[src/rtl/dcache_fill_fsm.sv]
// Data-cache miss fill engine: fetches one block word by word, writes the data array, then the tag.
// Optional completed-fill counter output enabled by defining DCACHE_FILL_PERF_CNT_EN.
module dcache_fill_fsm #(
    parameter int unsigned WORDS_PER_BLOCK = 8,
    parameter int unsigned MEM_LATENCY     = 4
) (
    input  logic        clk,
    input  logic        rst,
    input  logic        miss_detected,
    input  logic [15:0] miss_address,
    input  logic        memory_data_valid,
    input  logic [15:0] memory_data,
    output logic        fsm_busy,
    output logic        mem_read_en,
    output logic [15:0] memory_address,
    output logic        write_data_array,
    output logic [15:0] cache_word_addr,
    output logic        write_tag_array,
    output logic [15:0] fill_block_addr
`ifdef DCACHE_FILL_PERF_CNT_EN
    ,
    output logic [15:0] fill_count
`endif
);

    localparam int unsigned IDX_W = $clog2(WORDS_PER_BLOCK);
    localparam int unsigned CNT_W = IDX_W + 1;
    // 16-bit words: one extra byte-offset bit below the word index
    localparam int unsigned OFF_W = IDX_W + 1;

    localparam logic [CNT_W-1:0] CNT_FULL = CNT_W'(WORDS_PER_BLOCK);
    localparam logic [CNT_W-1:0] CNT_LAST = CNT_W'(WORDS_PER_BLOCK - 1);
    localparam logic [CNT_W-1:0] CNT_ONE  = CNT_W'(1);

    if (WORDS_PER_BLOCK < 2 || (WORDS_PER_BLOCK & (WORDS_PER_BLOCK - 1)) != 0
        || MEM_LATENCY == 0) begin : g_bad_cfg
        $error("dcache_fill_fsm: WORDS_PER_BLOCK must be a power of two >= 2, MEM_LATENCY >= 1");
    end

    typedef enum logic {
        IDLE,
        FILL
    } state_e;

    state_e           state_q, state_d;
    logic [CNT_W-1:0] issue_cnt_q, issue_cnt_d;
    logic [CNT_W-1:0] recv_cnt_q, recv_cnt_d;
    logic [15:0]      base_q, base_d;

    always_comb begin
        state_d          = state_q;
        issue_cnt_d      = issue_cnt_q;
        recv_cnt_d       = recv_cnt_q;
        base_d           = base_q;
        fsm_busy         = 1'b0;
        mem_read_en      = 1'b0;
        memory_address   = '0;
        write_data_array = 1'b0;
        cache_word_addr  = '0;
        write_tag_array  = 1'b0;
        fill_block_addr  = base_q;

        case (state_q)
            IDLE: begin
                if (miss_detected) begin
                    base_d      = {miss_address[15:OFF_W], {OFF_W{1'b0}}};
                    issue_cnt_d = '0;
                    recv_cnt_d  = '0;
                    state_d     = FILL;
                end
            end
            FILL: begin
                fsm_busy        = 1'b1;
                memory_address  = base_q | 16'({issue_cnt_q[IDX_W-1:0], 1'b0});
                cache_word_addr = base_q | 16'({recv_cnt_q[IDX_W-1:0], 1'b0});
                if (issue_cnt_q < CNT_FULL) begin
                    mem_read_en = 1'b1;
                    issue_cnt_d = issue_cnt_q + CNT_ONE;
                end
                // Issue and receive run independently; completion is set by returned words only.
                if (memory_data_valid && (recv_cnt_q < CNT_FULL)) begin
                    write_data_array = 1'b1;
                    recv_cnt_d       = recv_cnt_q + CNT_ONE;
                    if (recv_cnt_q == CNT_LAST) begin
                        write_tag_array = 1'b1;
                        state_d         = IDLE;
                    end
                end
            end
            default: state_d = IDLE;
        endcase
    end

    always_ff @(posedge clk) begin
        if (rst) begin
            state_q     <= IDLE;
            issue_cnt_q <= '0;
            recv_cnt_q  <= '0;
            base_q      <= '0;
        end else begin
            state_q     <= state_d;
            issue_cnt_q <= issue_cnt_d;
            recv_cnt_q  <= recv_cnt_d;
            base_q      <= base_d;
        end
    end

`ifdef DCACHE_FILL_PERF_CNT_EN
    logic [15:0] fill_count_q, fill_count_d;

    always_comb begin
        fill_count_d = fill_count_q;
        if (write_tag_array && (fill_count_q != '1)) begin
            fill_count_d = fill_count_q + 16'd1;
        end
    end

    always_ff @(posedge clk) begin
        if (rst) begin
            fill_count_q <= '0;
        end else begin
            fill_count_q <= fill_count_d;
        end
    end

    assign fill_count = fill_count_q;
`else
    // memory_data is written by the array directly; the engine only sequences it.
    logic unused_data;
    assign unused_data = ^memory_data;
`endif

`ifdef DCACHE_FILL_PERF_CNT_EN
    logic unused_data_perf;
    assign unused_data_perf = ^memory_data;
`endif

endmodule

[config.mk]
export PLATFORM = sky130hd
export DESIGN_NAME = dcache_fill_fsm
export DESIGN_NICKNAME = d
export VERILOG_FILES = /design/src/rtl/dcache_fill_fsm.sv
export SDC_FILE = /design/constraint.sdc
export NUM_CORES = 1
export LEC_CHECK = 0
export CAP_MARGIN = 40
export CELL_PAD_IN_SITES_DETAIL_PLACEMENT = 1
export CELL_PAD_IN_SITES_GLOBAL_PLACEMENT = 2
export CORE_ASPECT_RATIO = 0.7
export CORE_UTILIZATION = 17
export DETAILED_ROUTE_END_ITERATION = 8
export PLACE_DENSITY = 0.88
export RECOVER_POWER = 25
export SETUP_SLACK_MARGIN = 0.02
export SLEW_MARGIN = 20
export SYNTH_ARGS = -nofsm -noshare
export SYNTH_HDL_FRONTEND = slang
export SYNTH_SLANG_ARGS = --single-unit
[constraint.sdc]
create_clock -name clk -period 1.8 [get_ports clk]
set_input_delay 0.45 -clock clk [delete_from_list [all_inputs] [get_ports clk]]
set_output_delay 0.45 -clock clk [all_outputs]
set_load 0.05 [all_outputs]
After elaboration in Yosys (flattened, before gate mapping)
Index checks and enable logic that the tools add are counted.
{ "totals": {"ff_bits": 21, "inputBits": 36} }
{ "op_classes": {"n_addsub": 2, "n_lt_le_gt_ge": 2, "eq_ne": 4, "muxes": 19, "n_bitwise": 3, "n_reduce_logical": 4} }
{ "ops": {"columns": ["cell", "count"], "rows": [
  ["16-bit two-way mux", 2],
  ["16-bit by 4-bit bitwise OR with 16-bit output", 2],
  ["4-bit case mux with 2 select lines", 2],
  ["4-bit two-way mux", 3],
  ["1-bit two-way mux", 11],
  ["4-bit by 1-bit adder with 4-bit output, second input constant", 2],
  ["4-bit less-than comparator, second input constant", 2],
  ["2-bit AND reduction", 3],
  ["4-bit by 3-bit equality test with 1-bit output, second input constant", 1],
  ["2-bit by 1-bit inequality test with 1-bit output, second input constant", 2],
  ["2-bit inequality test, second input constant", 1],
  ["1-bit case mux with 2 select lines", 1],
  ["1-bit logical AND", 1],
  ["1-bit inverter", 1]
]} }

Depth between registers and ports, before layout
{ "depth": {"ltp_word": 4, "mapped_depth": 5, "ltp_nobuf": 4} }

Least setup slack after synthesis
OpenSTA, ideal clock, no wires.
{ "synth_path": {"path_type": "reg2out", "from": "register state_q", "to": "output write_tag_array", "t_arrival_ns": 1.874, "required_time_ns": 1.350, "setup_slack_ns": -0.524, "stages_incl_launch_ff": 4, "path_cell_list": "dfxtp_1 -> nand3b_1 -> inv_1 -> and3_1"} }
{ "synth_between": {"elab_chain_cells": 1} }
{ "synth_rtl": {"columns": ["item", "line_no", "rtl"], "rows": [
  ["start: declaration", "45", "state_e state_q, state_d;"],
  ["start signal: assignment", "101", "state_q <= state_d;"],
  ["1-bit two-way mux", "63", "case (state_q)"],
  ["end: declaration", "18", "output logic write_tag_array,"]
]} }
No other way between the ends.

Final worst setup path
{ "layout_path": {"from": "input memory_data_valid", "to": "output write_tag_array"} }
{ "layout_between": {"elab_chain_cells": 3} }
{ "layout_rtl": {"columns": ["item", "line_no", "rtl"], "rows": [
  ["start: declaration", "11", "input logic memory_data_valid,"],
  ["1-bit logical AND", "81", "if (memory_data_valid && (recv_cnt_q < CNT_FULL)) begin"],
  ["1-bit two-way mux", "81", null],
  ["1-bit two-way mux", "63", null]
]} }
No other way between the ends.

==> reports/qor.csv <==
metric;value;unit
status;complete, no violations;
die_area;6702;um2
area_delta_synth_final;88.91;%
finalCriticalPeriod;1.743;ns
synthTopCellsByArea;dfxtp_1 39%, buf_4 14%, and2_1 10%;
synth_seq_area_share;0.3880;
postSynthCellCount;136;
drive_above_1_share;0.3316;
routed_wl;3244;um
ys_ff_latch;21;
setup_viol;0;
dieHeight;68.80;um
antenna_found_initial;0;
sw_frac_of_total;0.3415;
core;5928;um2
finalPower;1.207;mW
drv_slew;0;
pwr-share-clk;0.257;
drt_iter0_markers;18;
num_io_pins;88;
synthDistinctLibCells;22;
p_leak;0.7986;nW
tightest_slew;0.6248;ns
cp_data_arrival_time;1.29;ns
cts_max_level;1;
clock-sinks;21;
holdBufCountCts;0;
pre_cts_ws;-0.2352;ns
critPathRequiredTime;1.35;ns
min_path_cells;2;
root_buffer;clkbuf_8;
grt_use_total;0.09886;
rsz0062_at_grt;false;
final.setup.worst_slack;0.05675;ns
antenna_cells;0;
layout_commonest_cell;buf_12;
finalCritPeriodShare;0.9685;
cp_max_fo;2;
hold_violations;0;
post_cts_buffers;0;
reg2reg_slack;0.50;ns
synthFlopType;dfxtp_1;
drc;0;
internal_power;0.7950;mW
portBuffers;61;
die_w;97.42;um
clk_pin_slew;0.07;ns
cp-start-kind;primary input;
avgSynthCellArea;7.967;um2
hpwl;2540;um
routed_via_density;3.970;
initial_core_util;0.1828;
combPwrFrac;0.326;
gp_congestion;0.7012;
worst_setup_path_end_kind;output port;
ys_async_sr_fraction;0;
clock_latency;0.26;ns
synth_top_cell_area_share;0.3880;
fin_nets;229;
num_rows;23;
most-common-layout-cells;34 x buf_12, 27 x nand2_1, 20 x dfxtp_1, 17 x a21oi_1;
min_from;fill_block_addr[5]$_SDFFE_PP0P_;
critPathKind;in -> out;
first_pass_iters;3;
ir_drop;307.6;uV
wire_per_inst;12.24;um
power.switching;0.4124;mW
slew_headroom;0.5852;
timing.fmax;0.5736;GHz
cts_tree;done;
grt_pass1_vias;1006;
vias;1052;
grt_start_max_net_pins;23;
grt_pass1_wl;5133;um
numCtsBuffers;3;
synth_edf_count;0;
r2r_cells;5;
yosys_warnings;0;
ctsLongestPathBuffers;2;
overflow;0;
postRouteAntennaNets;0;
min_path_type;reg -> reg;
synth.largest_area_cell;dfxtp_1;
hold_end;fill_block_addr[5]$_SDFFE_PP0P_;
clock_skew;0.005984;ns
maxCapViolations;0;
seq_power_share;0.417;
reg2reg_from;state_q$_SDFF_PP0_;
p_per_area;589.8;nW/um2
synth_area;1084;um2
worstReg2RegEnd;recv_cnt_q[1]$_SDFFE_PP0P_;
-- worst max-delay path, cell delays in order --
cell,delay (ns)
clkdlybuf4s15_1,0.20
nand3b_1,0.18
clkinvlp_4,0.12
and3_4,0.20
buf_12,0.14
-- through the flow --
step                      cells  hold slack [ns]  utilization  cell area (um2)  setup TNS [ns]
after floorplan             141           0.4424            -             1130         -0.1844
after global placement      261           0.4566       0.3432             2034         -0.3348
after detailed placement    261           0.4632       0.3432             2034         -0.3616
after CTS                   265           0.4742       0.3518             2086               0
after global routing        265           0.4930       0.3453             2047               0
final                       265           0.4702       0.3453             2047               0
-- routing by layer --
metal | vias up | track usage | share of wire
met2 | 41 | 0.1774 | 0.48
met3 | 0 | 0.03528 | 0.062
met5 | - | 0 | 0
li1 | 526 | - | -
met4 | 0 | 0.005515 | 0
met1 | 485 | 0.1211 | 0.46
-- flip-flops by register name, indices dropped and copies added, names as in the netlist --
signal and count:
state_q 1, issue_cnt_q 4, fill_block_addr 12, recv_cnt_q 4
-- cell families after synthesis --
kind of cell | count (synthesis) | synth area share
AO/OA/AOI/OAI | 19 | 0.09354
XOR/XNOR | 1 | 0.008085
adder cells (fa/ha/maj) | 2 | 0.02309
buffers and inverters | 28 | 0.1744
flip-flops | 21 | 0.3880
other | 1 | 0.003461
AND/OR/NAND/NOR | 64 | 0.3095
-- how the worst max path moves through the flow --
stage,endpoint,cells after the start,slack (ns),from
floorplan,write_tag_array,3,-0.05,state_q$_SDFF_PP0_
global placement,write_tag_array,5,-0.22,memory_data_valid
detailed placement,write_tag_array,5,-0.24,memory_data_valid
CTS,write_tag_array,5,0.009,memory_data_valid
global route,write_tag_array,5,0.02,memory_data_valid
finish,write_tag_array,5,0.06,memory_data_valid
-- cells in the mapped netlist, types with 2 or more instances --
cell	number
clkbuf_1	3
dfxtp_1	21
and2_1	18
nand3b_1	2
a21oi_1	17
nand2b_1	4
nand2_1	27
ha_1	2
buf_4	20
nand4b_1	4
nand3_1	4
inv_1	3
nor3_1	2
-- layout make-up --
class,instances,area (um2)
clock buffer,4,45.04
fill,672,3881
inverter,3,15.01
multi-input combinational,92,519.2
sequential,21,421.7
tap,75,93.84
timing repair buffer,70,952.2
-- power groups by stage --
stage,combinational (mW),sequential (mW),clock (mW)
after floorplan,0.188,0.569,0
after detailed placement,0.409,0.515,0
after CTS,0.411,0.504,0.328
after global placement,0.405,0.514,0
after global routing,0.416,0.507,0.338
final,0.393,0.503,0.311
-- repair_timing --
item / CTS / global route
pin swaps: 1 / 0
setup endpoints to repair: 3 / 2
resized for setup: 3 / 3
Note: power is estimated with default switching activity, not from simulation.
